$ cat src/rtl/lsu_pkg.sv
// Shared types and constants for the load/store unit controller.
// Size encodings, per-size lane masks, FSM states, and the alignment predicate.
package lsu_pkg;

  typedef enum logic [1:0] {
    SZ_B = 2'd0,
    SZ_H = 2'd1,
    SZ_W = 2'd2,
    SZ_D = 2'd3
  } lsu_size_e;

  localparam logic [7:0] MASK_B = 8'h01;
  localparam logic [7:0] MASK_H = 8'h03;
  localparam logic [7:0] MASK_W = 8'h0F;
  localparam logic [7:0] MASK_D = 8'hFF;

  typedef enum logic [1:0] {
    ST_IDLE   = 2'd0,
    ST_WAIT   = 2'd1,
    ST_ACCESS = 2'd2,
    ST_RESP   = 2'd3
  } lsu_state_e;

  // An address is aligned when it is a multiple of the access size.
  function automatic logic is_misaligned(input logic [1:0] size, input logic [2:0] off);
    logic mis;
    case (size)
      SZ_B:    mis = 1'b0;
      SZ_H:    mis = off[0];
      SZ_W:    mis = |off[1:0];
      default: mis = |off;
    endcase
    return mis;
  endfunction

endpackage

$ cat src/rtl/lsu_align.sv
// Combinational lane steering: store mask/data shift-left and load
// shift-right, truncate and sign/zero extension.
module lsu_align
  import lsu_pkg::*;
(
  input  logic [1:0]  i_size,
  input  logic [2:0]  i_off,
  input  logic        i_unsigned,
  input  logic [63:0] i_wdata,
  input  logic [63:0] i_rdata,
  output logic [7:0]  o_wmask,
  output logic [63:0] o_wdata,
  output logic [63:0] o_rdata
);

  logic [5:0]  w_sh;
  logic [63:0] w_rsh;
  logic [7:0]  w_size_mask;

  assign w_sh  = {i_off, 3'b000};
  assign w_rsh = i_rdata >> w_sh;

  always_comb begin
    w_size_mask = MASK_D;
    o_rdata     = w_rsh;
    case (i_size)
      SZ_B: begin
        w_size_mask = MASK_B;
        o_rdata = i_unsigned ? {56'd0, w_rsh[7:0]} : {{56{w_rsh[7]}}, w_rsh[7:0]};
      end
      SZ_H: begin
        w_size_mask = MASK_H;
        o_rdata = i_unsigned ? {48'd0, w_rsh[15:0]} : {{48{w_rsh[15]}}, w_rsh[15:0]};
      end
      SZ_W: begin
        w_size_mask = MASK_W;
        o_rdata = i_unsigned ? {32'd0, w_rsh[31:0]} : {{32{w_rsh[31]}}, w_rsh[31:0]};
      end
      default: begin
        w_size_mask = MASK_D;
        o_rdata     = w_rsh;
      end
    endcase
  end

  // Lanes pushed past byte 7 / bit 63 fall off the top of the 8/64-bit result.
  assign o_wmask = w_size_mask << i_off;
  assign o_wdata = i_wdata << w_sh;

endmodule

$ cat src/rtl/lsu_ctrl.sv
// Single-outstanding load/store controller: IDLE -> [WAIT] -> ACCESS -> RESP.
// Optional macro LSU_MISALIGN_TRAP_EN turns misaligned requests into error responses.
module lsu_ctrl
  import lsu_pkg::*;
#(
  parameter int WAIT_CYCLES = 0
) (
  input  logic        clk,
  input  logic        rst,
  input  logic        req_valid,
  output logic        req_ready,
  input  logic        req_wen,
  input  logic [63:0] req_addr,
  input  logic [63:0] req_wdata,
  input  logic [1:0]  req_size,
  input  logic        req_unsigned,
  output logic        resp_valid,
  input  logic        resp_ready,
  output logic [63:0] resp_rdata,
  output logic        resp_misalign,
  output logic        men,
  output logic        mwen,
  output logic [63:0] raddr,
  output logic [63:0] waddr,
  output logic [63:0] wdata,
  output logic [7:0]  wmask,
  input  logic [63:0] rdata,
  output lsu_state_e  dbg_state
);

  // Handshakes: a request transfers on a cycle where req_valid && req_ready;
  // a response transfers on resp_valid && resp_ready, and resp_* are held
  // stable until then. Neither valid waits on its ready.

  lsu_state_e  r_state, w_next;
  logic [31:0] r_cnt;
  logic        r_wen, r_uns, r_mis;
  logic [1:0]  r_size;
  logic [63:0] r_addr, r_wdata, r_resp_rdata;
  logic        w_req_mis, w_wait_done, w_access;
  logic [7:0]  w_wmask;
  logic [63:0] w_wdata, w_load;

`ifdef LSU_MISALIGN_TRAP_EN
  assign w_req_mis = is_misaligned(req_size, req_addr[2:0]);
`else
  assign w_req_mis = 1'b0;
`endif

  assign w_wait_done = (r_cnt == 32'(WAIT_CYCLES - 1));
  assign w_access    = (r_state == ST_ACCESS);

  lsu_align u_align (
    .i_size     (r_size),
    .i_off      (r_addr[2:0]),
    .i_unsigned (r_uns),
    .i_wdata    (r_wdata),
    .i_rdata    (rdata),
    .o_wmask    (w_wmask),
    .o_wdata    (w_wdata),
    .o_rdata    (w_load)
  );

  always_comb begin
    w_next        = r_state;
    req_ready     = 1'b0;
    resp_valid    = 1'b0;
    men           = 1'b0;
    mwen          = 1'b0;
    raddr         = '0;
    waddr         = '0;
    wdata         = '0;
    wmask         = '0;
    case (r_state)
      ST_IDLE: begin
        req_ready = 1'b1;
        if (req_valid) begin
          if (w_req_mis)            w_next = ST_RESP;
          else if (WAIT_CYCLES > 0) w_next = ST_WAIT;
          else                      w_next = ST_ACCESS;
        end
      end
      ST_WAIT: if (w_wait_done) w_next = ST_ACCESS;
      ST_ACCESS: begin
        // Enables are gated by reset so a reset cycle never touches memory.
        men    = !rst;
        mwen   = r_wen && !rst;
        raddr  = {r_addr[63:3], 3'b000};
        waddr  = {r_addr[63:3], 3'b000};
        wdata  = w_wdata;
        wmask  = w_wmask;
        w_next = ST_RESP;
      end
      ST_RESP: begin
        resp_valid = 1'b1;
        if (resp_ready) w_next = ST_IDLE;
      end
      default: w_next = ST_IDLE;
    endcase
  end

  always_ff @(posedge clk) begin
    if (rst) begin
      r_state      <= ST_IDLE;
      r_cnt        <= '0;
      r_wen        <= 1'b0;
      r_uns        <= 1'b0;
      r_mis        <= 1'b0;
      r_size       <= '0;
      r_addr       <= '0;
      r_wdata      <= '0;
      r_resp_rdata <= '0;
    end else begin
      r_state <= w_next;
      case (r_state)
        ST_IDLE: if (req_valid) begin
          r_wen   <= req_wen;
          r_uns   <= req_unsigned;
          r_size  <= req_size;
          r_addr  <= req_addr;
          r_wdata <= req_wdata;
          r_mis   <= w_req_mis;
          r_cnt   <= '0;
          if (w_req_mis) r_resp_rdata <= '0;
        end
        ST_WAIT:   r_cnt <= r_cnt + 32'd1;
        ST_ACCESS: r_resp_rdata <= r_wen ? 64'd0 : w_load;
        default: ;
      endcase
    end
  end

  assign resp_rdata    = r_resp_rdata;
  assign resp_misalign = r_mis;
  assign dbg_state     = r_state;

endmodule
$ cat config.mk
export PLATFORM = sky130hd
export DESIGN_NAME = lsu_ctrl
export DESIGN_NICKNAME = d
export VERILOG_FILES = /design/src/rtl/lsu_pkg.sv /design/src/rtl/lsu_align.sv /design/src/rtl/lsu_ctrl.sv
export SDC_FILE = /design/constraint.sdc
export NUM_CORES = 1
export LEC_CHECK = 0
export ABC_CLOCK_PERIOD_IN_PS = 3200
export CORE_UTILIZATION = 38
export CTS_BUF_LIST = sky130_fd_sc_hd__clkbuf_2 sky130_fd_sc_hd__clkbuf_4 sky130_fd_sc_hd__clkbuf_8
export DETAILED_ROUTE_END_ITERATION = 12
export PLACE_DENSITY = 0.77
export SLEW_MARGIN = 0
export SYNTH_ARGS = -nofsm -noshare
export SYNTH_HDL_FRONTEND = slang
export SYNTH_SLANG_ARGS = --single-unit
$ cat constraint.sdc
create_clock -name clk -period 3.2 [get_ports clk]
set_clock_uncertainty 0.2 [all_clocks]
set_input_delay 0.96 -clock clk [delete_from_list [all_inputs] [get_ports clk]]
set_output_delay 0.96 -clock clk [all_outputs]
set_load 0.01 [all_outputs]
==> implementation parameters, run 1 <==
Parameter                              Value

Status
  Result of the run    finished with violations
  Violated checks    setup timing

Place
  Placer Congestion    0.994
  Post-placement setup slack    0.0379 ns
  HPWL after detailed placement    39,300 um
  Instance area at placement    18,300 um^2
  Count of buffers inserted at the top-level ports    463
  Placed insts    2,455

Critical path
  FF-to-FF Start    r_addr[2]
  Critical R2R Capture    resp_rdata[14]
  Worst r2r path cells    7
  Kind of cell adding the most delay to the critical path    buffers and inverters
  Startpoint types    register
  Critical path's slowest cell    sky130_fd_sc_hd__mux4_2
  Cell occurring most often along the worst timing path    sky130_fd_sc_hd__buf_6
  Worst path max stage delay    0.49 ns
  Cells along the critical path    buf_12, buf_4, mux4_2, a22oi_2, buf_6, nor2_4, buf_6
  Maximum fanout along the worst path    7
  Critical path arrival    2.21 ns
  WP buf/inv    4
  Kind of end point of the critical path    output port
  Setup slack of the worst register-to-register path    0.29 ns
  WS Path Type    register to output port
  Critical path data required time    2.04 ns

Drt
  DRC violation count after routing    0
  Router iterations before antenna repair    5
  First-iteration detailed-routing DRC count    1,345
  Vias per Instance    5.66
  Antenna viol nets, final    0
  Wirelength per Cell    21.5 um
  Total via count in the routed design    14,694
  Total wire length after detailed routing    56,000 um

Power
  Sw Pwr    2.82 mW
  Combinational share of power    29.0%
  Power share of the clock group    34.5%
  Int Pwr    6.13 mW
  Share of total power in sequential cells    36.5%
  Power density normalized to cell area    446 nW/um^2
  Peak supply drop    0.351 mV
  Proportion of total power due to net switching    31.5%
  Static leakage    7.95 nW
  Power Total    8.95 mW

Layout
  Net count reported at finish    2,317
  Number of diodes added for antenna fixing    0
  Growth of design area from synthesis to finish    49.3%
  Layout cell share with drive strength beyond 1    25.0%
  Number of standard cells in the layout, taps in and fillers out    2,598
  Final design area excluding fillers    20,100 um^2

GRT
  Number of global-route vias before repair    14,164
  Wire length of the first global-routing pass    82,700 um
  Global-route met3 utilization    6.42%
  GR met2 Demand/Resource    48.9%
  Global-route usage over all layers    29.4%
  Pin count of the biggest net entering global routing    118
  Antenna violations before repair    1
  GR met1 Demand/Resource    35.2%
  Busiest layer in global routing    met2
  Overflow left after global routing    0

STA
  Slew @ Worst Pin    0.800 ns
  Final count of negative-setup-slack endpoints    30
  Max Clk Rate    297 MHz
  Smallest setup slack after layout    -0.171 ns
  Final Hold Viols    0
  Headroom to the max-slew limit    46.5%
  Fin. max-slew vios    0
  Minimum clock period after layout    3.37 ns
  Unrepaired setup endpoints after global routing    yes
  Setup TNS    -2.90 ns
  Share of the clock period used by the worst path    105%

Synthesis
  Synthesis warning total    0
  Synthesized instance count    1,667
  Post-synthesis cell type count    60
  Yosys reg bits    230
  Sequential cell area fraction in the yosys report    34.2%
  Summed instance area of the synthesized netlist    13,400 um^2
  Count of flip-flops with a built-in enable after synthesis    0
  Average instance area after synthesis    8.07 um^2
  Yosys top cell area share    34.2%
  Commonest register cell after synthesis    sky130_fd_sc_hd__dfxtp_1
  Dominant cell by count in the synthesized netlist    sky130_fd_sc_hd__nand2_1
  Most frequent cells after synthesis    sky130_fd_sc_hd__nand2_1 (379), sky130_fd_sc_hd__dfxtp_1 (230), sky130_fd_sc_hd__a21oi_1 (192), sky130_fd_sc_hd__nor2_1 (100), sky130_fd_sc_hd__clkbuf_1 (96)
  Async SR Flop Fraction    0%
  Cell type with the highest aggregate area in the netlist    sky130_fd_sc_hd__dfxtp_1
  Main area contributors after synthesis    sky130_fd_sc_hd__dfxtp_1 (34%), sky130_fd_sc_hd__nand2_1 (11%), sky130_fd_sc_hd__mux4_2 (8.5%)

Clocking
  Clock tree from TritonCTS    yes
  Root Buffer    sky130_fd_sc_hd__clkbuf_8
  Num CTS Buffers    43
  Clock latency at the later pin of the worst-skew pair    0.56 ns
  Register clock-pin slew on the reported worst setup and hold paths    0.06 ns
  Clk buf depth    3
  CTS Hold Bufs    0
  Clock sink total    230
  CTS H-Tree Depth    2

Die
  Core footprint    34,700 um^2
  Die height    190 um
  Initial cell density of the core    38.7%
  Die area    36,100 um^2
  Width of the die    190 um
  I/O pin total    471
  Site Rows    68

Min path
  Hold Path Depth    2
  Worst min-delay path startpoint    r_addr[21]
  Class of the tightest hold or removal check    register to register
  Hold Path Sink    r_addr[21]

Run
  Max capacitance violation total    0
-- final cells by class --
class | count | area [um^2]
tap | 455 | 569
clock inverter | 15 | 191
fill | 3086 | 14600
timing repair buffer | 606 | 5730
sequential | 230 | 4620
clock buffer | 57 | 722
inverter | 8 | 33.8
multi-input combinational | 1227 | 8210
-- worst register-to-register path: stages, from the launching register on --
cell	delay [ns]
sky130_fd_sc_hd__dfxtp_4	0.37
sky130_fd_sc_hd__buf_4	0.12
sky130_fd_sc_hd__buf_4	0.14
sky130_fd_sc_hd__buf_4	0.46
sky130_fd_sc_hd__mux4_2	0.61
sky130_fd_sc_hd__mux2_2	0.31
sky130_fd_sc_hd__and3_1	0.30
sky130_fd_sc_hd__a221o_1	0.30
-- flip-flops by register name, summed over array words and instances, names as in the netlist --
| signal | count |
|---|---|
| resp_rdata | 64 |
| r_cnt | 32 |
| r_wdata | 64 |
| r_uns | 1 |
| r_addr | 64 |
| r_size | 2 |
| r_wen | 1 |
| dbg_state | 2 |
-- kinds of logic (layout without fill, tap and decap cells) --
kind of cell,Yosys count,after routing,share of synthesized area [%]
and+or+nand+nor,664,664,22.4
AOI/OAI and AO/OA,404,404,18.5
DFF,230,230,34.2
buffers and inverters,216,686,8.35
muxes,151,151,16.4
adders and majority gates,1,1,0.0930
other,1,7,0.0279
-- worst max path at each step --
stage | from | end | cells past startpoint
after detailed placement | r_addr[0] | wdata[45] | 6
after global routing | r_addr[0] | wdata[46] | 7
after global placement | r_addr[0] | wdata[58] | 5
after floorplan | r_addr[0] | wmask[7] | 7
final | r_addr[0] | wdata[46] | 7
after CTS | r_addr[0] | wdata[44] | 7
-- cells in the final DEF (no fill, tap or decap), drive strengths merged, types with 13 or more instances in the layout --
cell             n
a221o           21
clkdlybuf4s50  267
mux2i           60
dfxtp          230
o21ai           38
o21a            26
clkdlybuf4s15   44
buf            193
dlygate4sd2     42
clkbuf         114
nor2           100
a22oi           16
and2            84
a31oi           38
mux4            51
and3            19
o22ai           13
a21oi          192
nand2          379
nand3           23
mux2            40
-- layer usage --
metal,vias up,routed length (um)
li1,6698,-
met1,6929,21400
met2,876,26400
met3,189,4950
met4,2,3230
met5,-,11
-- power by group through the flow --
stage	Clock [mW]	Sequential [mW]	Combinational, mW
2_1_floorplan	0	3.27	1.18
3_3_place_gp	0	3.30	2.24
3_5_place_dp	0	3.31	2.27
4_1_cts	3.14	3.25	2.45
5_1_grt	3.29	3.28	2.75
6_report	3.09	3.27	2.60
-- what timing repair did --
item / CTS / global route
hold endpoints to repair: 0 / 0
endpoints found under the setup margin: 196 / 136
resized for setup: 524 / 194
cloned: 7 / 2
setup buffers: 40 / 29
pin swaps: 33 / 28
-- through the flow --
stage	util, %	hold slack, ns
6_report	57.8	0.248
4_1_cts	57.2	0.249
3_3_place_gp	52.9	0.237
5_1_grt	57.8	0.270
3_5_place_dp	52.9	0.242
2_1_floorplan	-	0.232
No activity file was read; power rests on OpenSTA's default activity.
==> run 2: changes to the inputs <==
--- a/config.mk
+++ b/config.mk
@@ -5,11 +5,11 @@
 export SDC_FILE = /design/constraint.sdc
 export NUM_CORES = 1
 export LEC_CHECK = 0
-export ABC_CLOCK_PERIOD_IN_PS = 3200
-export CORE_UTILIZATION = 38
+export ABC_CLOCK_PERIOD_IN_PS = 3650
+export CORE_UTILIZATION = 41
 export CTS_BUF_LIST = sky130_fd_sc_hd__clkbuf_2 sky130_fd_sc_hd__clkbuf_4 sky130_fd_sc_hd__clkbuf_8
 export DETAILED_ROUTE_END_ITERATION = 12
-export PLACE_DENSITY = 0.77
+export PLACE_DENSITY = 0.82
 export SLEW_MARGIN = 0
 export SYNTH_ARGS = -nofsm -noshare
 export SYNTH_HDL_FRONTEND = slang
==> constraint.sdc (replaced) <==
create_clock -name clk -period 3.65 [get_ports clk]
set_clock_uncertainty 0.2 [all_clocks]
set_input_delay 1.095 -clock clk [delete_from_list [all_inputs] [get_ports clk]]
set_output_delay 1.095 -clock clk [all_outputs]
set_load 0.01 [all_outputs]
==> implementation parameters, run 2 (synthesized netlist as in run 1, its figures left out) <==
Parameter                              Value

Power
  Peak supply drop    0.199 mV
  Int Pwr    5.17 mW
  Power density normalized to cell area    387 nW/um^2
  Share of total power in sequential cells    37.9%
  Proportion of total power due to net switching    31.5%
  Static leakage    7.99 nW
  Sw Pwr    2.38 mW
  Power share of the clock group    34.9%
  Power Total    7.55 mW
  Combinational share of power    27.1%

Clocking
  CTS Hold Bufs    0
  Clock tree from TritonCTS    yes
  Num CTS Buffers    42
  CTS H-Tree Depth    2
  Register clock-pin slew on the reported worst setup and hold paths    0.06 ns
  Clock sink total    230
  Clock latency at the later pin of the worst-skew pair    0.57 ns
  Root Buffer    sky130_fd_sc_hd__clkbuf_8
  Clk buf depth    3

Die
  Die height    183 um
  Die area    33,500 um^2
  Site Rows    65
  Width of the die    183 um
  Initial cell density of the core    42.2%
  I/O pin total    471
  Core footprint    31,900 um^2

Critical path
  Startpoint types    register
  Critical path data required time    2.35 ns
  Kind of end point of the critical path    output port
  Launching instance or port of the critical path    r_addr[0]
  FF-to-FF Start    r_addr[1]
  Maximum fanout along the worst path    14
  Critical path arrival    2.57 ns
  WS Path Type    register to output port

STA
  Final count of negative-setup-slack endpoints    23
  Final worst hold slack    0.242 ns
  Smallest setup slack after layout    -0.213 ns
  Max Clk Rate    259 MHz
  Final Hold Viols    0
  Share of the clock period used by the worst path    106%
  Slew @ Worst Pin    1.03 ns
  Fin. max-slew vios    0
  Minimum clock period after layout    3.86 ns
  Unrepaired setup endpoints after global routing    yes
  Headroom to the max-slew limit    31.3%
  Setup TNS    -2.72 ns

Min path
  Class of the tightest hold or removal check    register to register
  Worst min-delay path startpoint    resp_rdata[11]

GRT
  Global-route usage over all layers    30.6%
  Number of global-route vias before repair    13,621
  Wire length of the first global-routing pass    79,500 um
  Overflow left after global routing    0
  Antenna violations before repair    1
  Pin count of the biggest net entering global routing    182

Drt
  Vias per Instance    5.67
  Total wire length after detailed routing    53,100 um
  Wirelength per Cell    21.2 um
  DRC violation count after routing    0
  Total via count in the routed design    14,224
  Antenna viol nets, final    0
  First-iteration detailed-routing DRC count    1,274
  Router iterations before antenna repair    5

Run
  Max capacitance violation total    0

Layout
  Layout cell share with drive strength beyond 1    14.1%
  Count of fill cells added during filler insertion    2,767
  Leading cell types in the layout, fill and taps excluded    sky130_fd_sc_hd__clkdlybuf4s50_1 (383), sky130_fd_sc_hd__nand2_1 (377), sky130_fd_sc_hd__dfxtp_1 (224)
  Net count reported at finish    2,242
  Most common library cell in the layout ignoring fill and taps    sky130_fd_sc_hd__clkdlybuf4s50_1
  Number of standard cells in the layout, taps in and fillers out    2,507
  Growth of design area from synthesis to finish    45.0%

Status
  Violated checks    setup timing
  Result of the run    finished with violations

Place
  Placer Congestion    0.989
  Placed insts    2,410
  HPWL after detailed placement    38,200 um
  Count of buffers inserted at the top-level ports    463
  Post-placement setup slack    0.143 ns
==> run 2: cell types whose count changed in the layout (fill, tap and decap cells not counted), moves of 26 or more <==
cell	previous run	this run
sky130_fd_sc_hd__dlymetal6s2s_1	1	49
sky130_fd_sc_hd__buf_6	39	4
sky130_fd_sc_hd__clkbuf_2	55	2
sky130_fd_sc_hd__buf_2	39	0
sky130_fd_sc_hd__buf_4	89	49
sky130_fd_sc_hd__clkdlybuf4s50_1	267	383
sky130_fd_sc_hd__clkdlybuf4s15_1	28	2
==> run 2: critical path, cell delays in order (launching register included) <==
cell and delay (ns):
sky130_fd_sc_hd__dfxtp_4 0.43, sky130_fd_sc_hd__bufbuf_16 0.33, sky130_fd_sc_hd__mux4_2 0.53, sky130_fd_sc_hd__a22o_1 0.21
sky130_fd_sc_hd__clkdlybuf4s50_1 0.50
==> run 2: area by class of cell <==
cell class / count / area [um^2] / area share, %
Sequential cell: 230 / 4620 / 23.7
Timing Repair Buffer: 532 / 5480 / 28.1
Multi-Input combinational cell: 1227 / 7920 / 40.6
Clock inverter: 10 / 87.6 / 0.449
Tap cell: 435 / 544 / 2.79
Antenna cell: 1 / 2.50 / 0.0128
Clock buffer: 64 / 812 / 4.16
Inverter: 8 / 32.5 / 0.167
==> run 2: final timing paths <==
path         cells past startpoint  slack, ns        endpoint
min reg2reg                      2       0.24  resp_rdata[11]
max reg2reg                      7       0.46  resp_rdata[16]
max                              4      -0.21       wdata[36]
min                              2       0.24  resp_rdata[11]
==> run 2: power groups by stage <==
stage          combinational (mW)  sequential, mW  clock (mW)
6_report                     2.05            2.87        2.64
3_5_place_dp                 1.91            2.92           0
4_1_cts                      2.01            2.86        2.68
3_3_place_gp                 1.89            2.91           0
2_1_floorplan                1.04            2.87           0
5_1_grt                      2.18            2.88        2.80
==> run 2: layer usage <==
metal / vias up / track usage, % / wire, um
li1: 6549 / - / -
met1: 6654 / 36.6 / 20000
met2: 850 / 51.7 / 25200
met3: 171 / 6.29 / 4910
met4: 0 / 16.0 / 2960
met5: - / 0 / 0
==> run 2: stage by stage <==
step                      area [um^2]  util, %
after floorplan                 13500        -
after global placement          18000     56.6
after detailed placement        18000     56.6
after CTS                       19300     60.5
after global routing            19500     61.2
final                           19500     61.2
==> run 2: timing repair <==
item,4_1_cts,5_1_grt
endpoints found under the hold margin,0,0
setup endpoints to repair,196,115
buffers inserted,12,7
cloned,3,0
pin swaps,4,1
gates resized for setup,74,69
